### src/rtl/ram_fifo_ctrl_if.sv
// Valid/ready stream bundle for ram_fifo_ctrl: input stream s_* and output stream m_*.
// The controller connects through the slave modport; the environment uses the master modport.
interface ram_fifo_ctrl_if #(
    parameter int WIDTH = 11
) ();
    logic [WIDTH-1:0] s_tdata;
    logic             s_tvalid;
    logic             s_tready;
    logic [WIDTH-1:0] m_tdata;
    logic             m_tvalid;
    logic             m_tready;

    modport slave (
        input  s_tdata, s_tvalid, m_tready,
        output s_tready, m_tdata, m_tvalid
    );

    modport master (
        output s_tdata, s_tvalid, m_tready,
        input  s_tready, m_tdata, m_tvalid
    );
endinterface

### src/rtl/ram_fifo_ctrl.sv
// Stream-to-RAM FIFO controller with a 2-entry output buffer that hides the 1-cycle RAM read latency.
// Defining RAM_FIFO_STATS_EN adds a high-watermark register on max_count; otherwise max_count is 0.
module ram_fifo_ctrl #(
    parameter  int WIDTH = 11,
    parameter  int DEPTH = 16,
    localparam int AW    = $clog2(DEPTH),
    localparam int CW    = $clog2(DEPTH + 3)
) (
    input  logic             aclk,
    input  logic             aresetn,
    ram_fifo_ctrl_if.slave   strm,
    output logic [AW-1:0]    ram_waddr,
    output logic [WIDTH-1:0] ram_wdata,
    output logic             ram_we,
    output logic [AW-1:0]    ram_raddr,
    output logic             ram_re,
    input  logic [WIDTH-1:0] ram_rdata,
    output logic [CW-1:0]    count,
    output logic [CW-1:0]    max_count
);
    localparam logic [AW:0] DEPTH_P = (AW + 1)'(DEPTH);

    logic [AW:0]      wr_ptr_reg, rd_ptr_reg;
    logic             inflight_reg;
    logic [1:0]       occ_reg, occ_next;
    logic [WIDTH-1:0] buf0_reg, buf0_next;
    logic [WIDTH-1:0] buf1_reg, buf1_next;

    logic [AW:0] ram_count;
    logic        ram_full, ram_empty;
    logic        push, pop, rd_issue;
    logic [2:0]  occ_after;

    // Full/empty come only from registered pointers, so a read never chases a same-cycle write.
    assign ram_count = wr_ptr_reg - rd_ptr_reg;
    assign ram_full  = (ram_count == DEPTH_P);
    assign ram_empty = (ram_count == '0);

    assign strm.s_tready = !ram_full;
    assign strm.m_tvalid = (occ_reg != 2'd0);
    assign strm.m_tdata  = buf0_reg;

    assign push = strm.s_tvalid && !ram_full;
    assign pop  = strm.m_tvalid && strm.m_tready;

    // Buffer slots already claimed next cycle: held words plus the word on its way back from RAM.
    assign occ_after = {1'b0, occ_reg} + {2'b00, inflight_reg} - {2'b00, pop};
    assign rd_issue  = !ram_empty && (occ_after < 3'd2);

    assign ram_we    = push;
    assign ram_waddr = wr_ptr_reg[AW-1:0];
    assign ram_wdata = strm.s_tdata;
    assign ram_re    = rd_issue;
    assign ram_raddr = rd_ptr_reg[AW-1:0];

    assign count = CW'(ram_count) + CW'(inflight_reg) + CW'(occ_reg);

    // buf0 is always the head; a pop shifts buf1 forward and the returning RAM word lands behind it.
    always_comb begin
        buf0_next = buf0_reg;
        buf1_next = buf1_reg;
        occ_next  = occ_reg;
        case ({pop, inflight_reg})
            2'b10: begin
                buf0_next = buf1_reg;
                occ_next  = occ_reg - 2'd1;
            end
            2'b01: begin
                if (occ_reg == 2'd0) begin
                    buf0_next = ram_rdata;
                end else begin
                    buf1_next = ram_rdata;
                end
                occ_next = occ_reg + 2'd1;
            end
            2'b11: begin
                if (occ_reg == 2'd1) begin
                    buf0_next = ram_rdata;
                end else begin
                    buf0_next = buf1_reg;
                    buf1_next = ram_rdata;
                end
            end
            default: ;
        endcase
    end

    always_ff @(posedge aclk or negedge aresetn) begin
        if (!aresetn) begin
            wr_ptr_reg   <= '0;
            rd_ptr_reg   <= '0;
            inflight_reg <= 1'b0;
            occ_reg      <= 2'd0;
            buf0_reg     <= '0;
            buf1_reg     <= '0;
        end else begin
            if (push) begin
                wr_ptr_reg <= wr_ptr_reg + 1'b1;
            end
            if (rd_issue) begin
                rd_ptr_reg <= rd_ptr_reg + 1'b1;
            end
            inflight_reg <= rd_issue;
            occ_reg      <= occ_next;
            buf0_reg     <= buf0_next;
            buf1_reg     <= buf1_next;
        end
    end

`ifdef RAM_FIFO_STATS_EN
    logic [CW-1:0] max_count_reg;

    always_ff @(posedge aclk or negedge aresetn) begin
        if (!aresetn) begin
            max_count_reg <= '0;
        end else if (count > max_count_reg) begin
            max_count_reg <= count;
        end
    end

    assign max_count = max_count_reg;
`else
    assign max_count = '0;
`endif
endmodule

### src/flat_wrapper.sv
// flat-port wrapper written by rule: the top's interface ports become plain ports
module ram_fifo_ctrl_flat 
#(
    parameter  int WIDTH = 11,
    parameter  int DEPTH = 16,
    localparam int AW    = $clog2(DEPTH),
    localparam int CW    = $clog2(DEPTH + 3)
)
  (aclk, aresetn, ram_waddr, ram_wdata, ram_we, ram_raddr, ram_re, ram_rdata, count, max_count, strm_s_tdata, strm_s_tvalid, strm_m_tready, strm_s_tready, strm_m_tdata, strm_m_tvalid);
  ram_fifo_ctrl_if #(.WIDTH(WIDTH)) strm_i ();
  input  logic aclk;
  input  logic aresetn;
  output logic [AW-1:0] ram_waddr;
  output logic [WIDTH-1:0] ram_wdata;
  output logic ram_we;
  output logic [AW-1:0] ram_raddr;
  output logic ram_re;
  input  logic [WIDTH-1:0] ram_rdata;
  output logic [CW-1:0] count;
  output logic [CW-1:0] max_count;
  input wire logic [$bits(strm_i.s_tdata)-1:0] strm_s_tdata;
  input wire logic [$bits(strm_i.s_tvalid)-1:0] strm_s_tvalid;
  input wire logic [$bits(strm_i.m_tready)-1:0] strm_m_tready;
  output wire logic [$bits(strm_i.s_tready)-1:0] strm_s_tready;
  output wire logic [$bits(strm_i.m_tdata)-1:0] strm_m_tdata;
  output wire logic [$bits(strm_i.m_tvalid)-1:0] strm_m_tvalid;
  assign strm_i.s_tdata = strm_s_tdata;
  assign strm_i.s_tvalid = strm_s_tvalid;
  assign strm_i.m_tready = strm_m_tready;
  assign strm_s_tready = strm_i.s_tready;
  assign strm_m_tdata = strm_i.m_tdata;
  assign strm_m_tvalid = strm_i.m_tvalid;
  ram_fifo_ctrl #(.WIDTH(WIDTH), .DEPTH(DEPTH)) u_core (.aclk(aclk), .aresetn(aresetn), .strm(strm_i), .ram_waddr(ram_waddr), .ram_wdata(ram_wdata), .ram_we(ram_we), .ram_raddr(ram_raddr), .ram_re(ram_re), .ram_rdata(ram_rdata), .count(count), .max_count(max_count));
endmodule
### config.mk
export PLATFORM = sky130hd
export DESIGN_NAME = ram_fifo_ctrl_flat
export DESIGN_NICKNAME = d
export VERILOG_FILES = /design/src/rtl/ram_fifo_ctrl_if.sv /design/src/rtl/ram_fifo_ctrl.sv /design/src/flat_wrapper.sv
export SDC_FILE = /design/constraint.sdc
export NUM_CORES = 1
export LEC_CHECK = 0
export ABC_AREA = 1
export CAP_MARGIN = 10
export CORE_MARGIN = 2
export CORE_UTILIZATION = 30
export CTS_CLUSTER_SIZE = 16
export DETAILED_ROUTE_END_ITERATION = 10
export GPL_ROUTABILITY_DRIVEN = 1
export PLACE_DENSITY_LB_ADDON = 0.1
export SYNTH_ARGS = -nofsm -noshare
export SYNTH_HDL_FRONTEND = slang
export SYNTH_SLANG_ARGS = --single-unit
### constraint.sdc
create_clock -name aclk -period 3.5 [get_ports aclk]
set_input_delay 0.35 -clock aclk [delete_from_list [all_inputs] [get_ports aclk]]
set_output_delay 0.35 -clock aclk [all_outputs]
set_load 0.01 [all_outputs]
# --- Word-level counts from Yosys, hierarchy flattened ---
# Index checks and enable logic that the tools add are counted.
op_classes:
  div_mod_pow: 0
  magnitude_cmp: 1
  shift: 0
  add_sub_neg: 9
  n_reduce_logical: 13
  multipliers: 0
  muxes: 7
  eq_ne: 8
  bitwise: 0
ops:
  columns: ["op", "count"]
  rows:
  - ["$mux W11", 4]
  - ["$pmux W11 S3", 1]
  - ["$pmux W11 S2", 1]
  - ["$add A5 B1 Y5 const B", 2]
  - ["$reduce_bool A2 Y1", 3]
  - ["$add A5 B1 Y5", 1]
  - ["$add A5 B2 Y5", 1]
  - ["$eq A5 B5 Y1 const B", 1]
  - ["$logic_not A5 Y1", 1]
  - ["$sub A5 B5 Y5", 1]
  - ["$eq A2 B1 Y1 const B", 2]
  - ["$eq A2 B2 Y1 const B", 2]
  - ["$ne A2 B2 Y1 const B", 2]
  - ["$pmux W2 S2", 1]
  - ["$add A2 B1 Y3", 1]
  - ["$logic_and A1 B1 Y1", 3]
  - ["$lt A3 B2 Y1 const B", 1]
  - ["$reduce_and A3 Y1", 1]
  - ["$reduce_bool A3 Y1", 1]
  - ["$sub A3 B1 Y3", 1]
  - ["$add A2 B1 Y2 const B", 1]
  - ["$logic_not A1 Y1", 2]
  - ["$logic_not A2 Y1", 1]
  - ["$ne A2 B1 Y1 const B", 1]
  - ["other kinds (2)", 2]
word_totals:
  latchBits: 0
  n_memories: 0
  in_bits: 26
  regBits: 35
  ramBits: 0
  word_cells: 44
  output_inout_bits: 44
  mem_bits_ro: 0

# --- Logic depth before layout (Yosys ltp) ---
depth:
  word_depth: 5
  depth_mapped: 13
  depth_no_buf: 13

# --- Least setup slack after synthesis ---
# No wires, ideal clock.
synth_path:
  path_type: "reg-to-output"
  from: "reg u_core.occ_reg[1]"
  to: "out ram_re"
  path_slack_ns: 0.594
  required_time_ns: 3.150
  arrival_time_ns: 2.556
  path_buffers: 0
  stages_incl_launch_ff: 13
  cell_sequence: "dfrtp_1 -> inv_1 -> ha_1 -> inv_2 -> nand2_1 -> ha_1 -> or2_2 -> fa_1 -> o21a_1 -> nand2_1 -> inv_1 -> nand2_2 -> inv_1"
synth_between:
  elab_chain_len: 5
  elab_cells_between_ends: 6
  classes_between: "add/sub (2); order compare (1); reduce/logical (3)"
synth_lines:
  columns: ["element", "line", "source"]
  rows:
  - ["from (decl)", "ram_fifo_ctrl.sv:25", "logic [1:0] occ_reg, occ_next;"]
  - ["from (signal assigned)", "ram_fifo_ctrl.sv:104", "occ_reg <= occ_next;"]
  - ["$reduce_bool A2 Y1", "ram_fifo_ctrl.sv:40", "assign strm.m_tvalid = (occ_reg != 2'd0);"]
  - ["named net strm_m_tvalid", "flat_wrapper.sv:26", "output wire logic [$bits(strm_i.m_tvalid)-1:0] strm_m_tvalid;"]
  - ["$logic_and A1 B1 Y1", "ram_fifo_ctrl.sv:44", "assign pop = strm.m_tvalid && strm.m_tready;"]
  - ["$sub A3 B1 Y3", "ram_fifo_ctrl.sv:47", "assign occ_after = {1'b0, occ_reg} + {2'b00, inflight_reg} - {2'b00, pop};"]
  - ["$lt A3 B2 Y1", "ram_fifo_ctrl.sv:48", "assign rd_issue = !ram_empty && (occ_after < 3'd2);"]
  - ["$logic_and A1 B1 Y1", "ram_fifo_ctrl.sv:48", null]
  - ["to (decl)", "flat_wrapper.sv:17", "output logic ram_re;"]
# The timed path passes the listed nets, and every way through them passes these cells.

# --- Final worst setup path ---
layout_path:
  from: "reg u_core.wr_ptr_reg[0]"
  to: "out count[4]"
layout_between:
  elab_chain_len: 3
layout_lines:
  columns: ["element", "line", "source"]
  rows:
  - ["from (decl)", "ram_fifo_ctrl.sv:23", "logic [AW:0] wr_ptr_reg, rd_ptr_reg;"]
  - ["from (signal assigned)", "ram_fifo_ctrl.sv:98", "wr_ptr_reg <= wr_ptr_reg + 1'b1;"]
  - ["$sub A5 B5 Y5", "ram_fifo_ctrl.sv:35", "assign ram_count = wr_ptr_reg - rd_ptr_reg;"]
  - ["$add A5 B1 Y5", "ram_fifo_ctrl.sv:56", "assign count = CW'(ram_count) + CW'(inflight_reg) + CW'(occ_reg);"]
  - ["$add A5 B2 Y5", "ram_fifo_ctrl.sv:56", null]
  - ["to (decl)", "flat_wrapper.sv:19", "output logic [CW-1:0] count;"]
# Every way passes these cells.

==> summary.md <==
| Metric | Value |
|---|---|
| Top layer reached by signal wires | `met4` |
| Post-CTS Setup Bufs | `0` |
| Primary FF master, synth | `dfrtp_1` |
| Crit Path Max Fanout | `5` |
| Largest net degree at the start of global routing | `36` |
| Layout net count | `334` |
| Cell taking the most area after synthesis | `dfrtp_1` |
| Synth warn | `0` |
| # clock sinks | `35` |
| Critical Setup Path Class | `register to output pin` |
| Post-route DRC | `0` |
| Worst path top cell family by delay | `adder cells` |
| Worst Setup End Kind | `output pin` |
| TNS Setup | `0 ns` |
| Initial antenna violation count | `0` |
| Synth top area cells | `dfrtp_1 38%, nand2_1 9.0%, buf_4 8.2%` |
| CP startpoint kind | `register` |
| Global router's overall resource usage | `13.1%` |
| Tot Pwr | `3.34 mW` |
| Minimum clock period | `between 3 and 4 ns` |
| DR WL met2 | `2350 um` |
| Routed Antenna Nets | `0` |
| Layout Skew | `approximately 0.0023 ns` |
| CTS tree | `built` |
| Number of synthesized flops with an enable pin | `0` |
| Max cap viols | `0` |
| Post-synthesis cell count | `268` |
| Commonest non-fill, non-tap cell in the layout | `nand2_1` |
| Slowest CP cell | `clkdlybuf4s50_1` |
| Worst Path Buf+Inv | `4` |
| Num CTS Buffers | `5` |
| Wire per inst | `12.9 um` |
| Worst Path Arrival | `around 2.9 ns` |
| H-Tree Depth | `2` |
| Clock Path Buffers | `2` |
| Vias per cell | `approximately 4.5` |
| Die height | `a little over 90 um` |
| Die Area | `8330 um2` |
| Final WL | `5090 um` |
| CP peak stage delay | `about 0.55 ns` |
| Metal3 WL | `251 um` |
| Hold WS | `0.473 ns` |
| Sequential share of the synthesized area | `38.3%` |
| Remaining global-route overflow | `0` |
| Via count | `1771` |
| Setup repair after global routing missed its margin | `no` |
| Commonest cells after routing, fill and taps aside | `54 x nand2_1, 41 x clkdlybuf4s50_1, 35 x dfrtp_1` |
| Core Area | `7330 um2` |
| Starting density of the core | `31.2%` |
| Detailed placer's ending HPWL | `roughly 3600 um` |
| Gpl congestion | `0.734` |
| # IOs | `70` |
| DRT Pass-1 Iters | `4` |
| Number of global-route vias before repair | `1783` |
| Slew Limit Fails | `0` |
| Final hold vios | `0` |
| Min-Delay Path Depth | `2` |
| P_leak | `around 1.3 nW` |
| Detailed Route Iter0 Violations | `51` |
| Async SR Flop Fraction | `100%` |
| Met1 WL | `2440 um` |
| DIE WIDTH | `91.3 um` |
| Critical path depth in cells | `10` |
| Worst Hold Class | `register to register` |
| Clock-pin slew on the worst setup and hold paths | `around 0.070 ns` |
| Cell mode on critical path | `inv_1` |
| Synth Area per Inst | `between 8 and 9 um2` |
| Max VDD drop | `0.851 mV` |
| Share of layout cells above drive strength 1 | `11.2%` |
| CTS Root Cell | `clkbuf_8` |
| Reg2Reg Depth | `13` |
| Crit-path cells | `inv_1, ha_1, inv_1, fa_1, fa_1, inv_1, nor2_1, nand3_1, xor2_1, clkdlybuf4s50_1` |
| Later-pin clock latency in the skew report | `between 0.2 and 0.3 ns` |
| Area delta synth->final | `21.1%` |
| Post-CTS Hold Buffers | `0` |
| Yosys reg bits | `35` |
| Mapped Area | `approximately 2300 um2` |
| Power density over the cells | `1210 nW/um2` |
| ANT cells | `0` |
| # fillers | `about 760` |
| Fin crit share | `92.3%` |
| Yosys top cell area share | `38.3%` |
| Fmax | `0.310 GHz` |
| Outcome | `completed` |
| Post-synth cell types | `28` |
| Data required time of the worst path | `3.15 ns` |
| First-pass GRT wire length | `around 8700 um` |
| Floorplan row count | `31` |
| Setup violations, final | `0` |
| Port-buffer cells | `42` |
==> per-stage QoR <==
stage	setup slack (ns)	std cells	instance area (um2)	utilization, %
2_1_floorplan	0.594	272	2300	-
3_5_place_dp	0.0630	386	2660	36.2
6_report	0.271	394	2770	37.8
5_1_grt	0.0584	394	2770	37.8
4_1_cts	0.0292	394	2760	37.7
3_3_place_gp	0.0997	386	2660	36.2
==> kinds of logic (layout without fill, tap and decap cells) <==
kind of cell	count (synthesis)	in the layout	synth area share [%]
AND/OR/NAND/NOR	113	113	23.3
buffers and inverters	53	76	13.4
AO/OA/AOI/OAI	38	38	10.1
flip-flops	35	35	38.3
adder cells (fa/ha/maj)	14	14	8.98
XOR/XNOR	12	12	4.60
multiplexers	2	2	1.15
other	1	5	0.164
==> final timing paths <==
path                                 startpoint                      to  slack [ns]
max                        u_core.wr_ptr_reg[0]                count[4]        0.27
min                          u_core.buf1_reg[1]      u_core.buf1_reg[1]        0.47
max reg2reg                   u_core.occ_reg[1]    u_core.rd_ptr_reg[2]        1.09
min reg2reg                  u_core.buf1_reg[1]      u_core.buf1_reg[1]        0.47
max in group asynchronous               aresetn    u_core.wr_ptr_reg[3]        2.69
min in group asynchronous               aresetn  u_core.strm.m_tdata[3]        0.48
==> cells in the mapped netlist (4+ instances only) <==
cell and number:
nand2_2 4, fa_1 4, a21oi_1 24, nand3_1 28, buf_4 25, nor2_1 18
dfrtp_1 35, o211ai_1 11, buf_2 4, xor2_1 6, xnor2_1 6, nand2_1 55
inv_1 18, ha_1 10
==> layer usage <==
| metal | vias to the layer above | GRT usage [%] |
|---|---|---|
| met3 | 8 | 3.73 |
| li1 | 895 | - |
| met1 | 832 | 16.8 |
| met4 | 0 | 3.79 |
| met5 | - | 0 |
| met2 | 36 | 21.5 |
==> worst register-to-register path, stage by stage, from the launching register on <==
cell	delay (ns)
dfrtp_1	0.38
inv_2	0.10
ha_4	0.17
inv_2	0.06
nand2_2	0.10
ha_4	0.22
or2_2	0.30
fa_1	0.38
o21a_1	0.19
nand2_1	0.07
inv_1	0.06
buf_4	0.14
nand3_1	0.07
nand2_1	0.05
==> cell type report <==
type | instances | area, um2 | share of cell area (%)
Clock buffer | 7 | 76.3 | 2.76
Tap cell | 99 | 124 | 4.48
Timing Repair Buffer | 47 | 460 | 16.6
Inverter | 21 | 78.8 | 2.85
Multi-Input combinational cell | 184 | 1150 | 41.5
Clock inverter | 1 | 5.00 | 0.181
Sequential cell | 35 | 876 | 31.6
==> power breakdown <==
group          internal (mW)  switching [mW]  total [mW]
clock network          0.140           0.145       0.285
logic                   1.10            1.18        2.28
registers              0.608           0.165       0.773
total                   1.85            1.49        3.34
==> timing repair <==
item | CTS | global route
setup endpoints to repair | 1 | 1
resized for setup | 4 | 3
endpoints found under the hold margin | 0 | 0
Power figures use the tool's default switching activity.
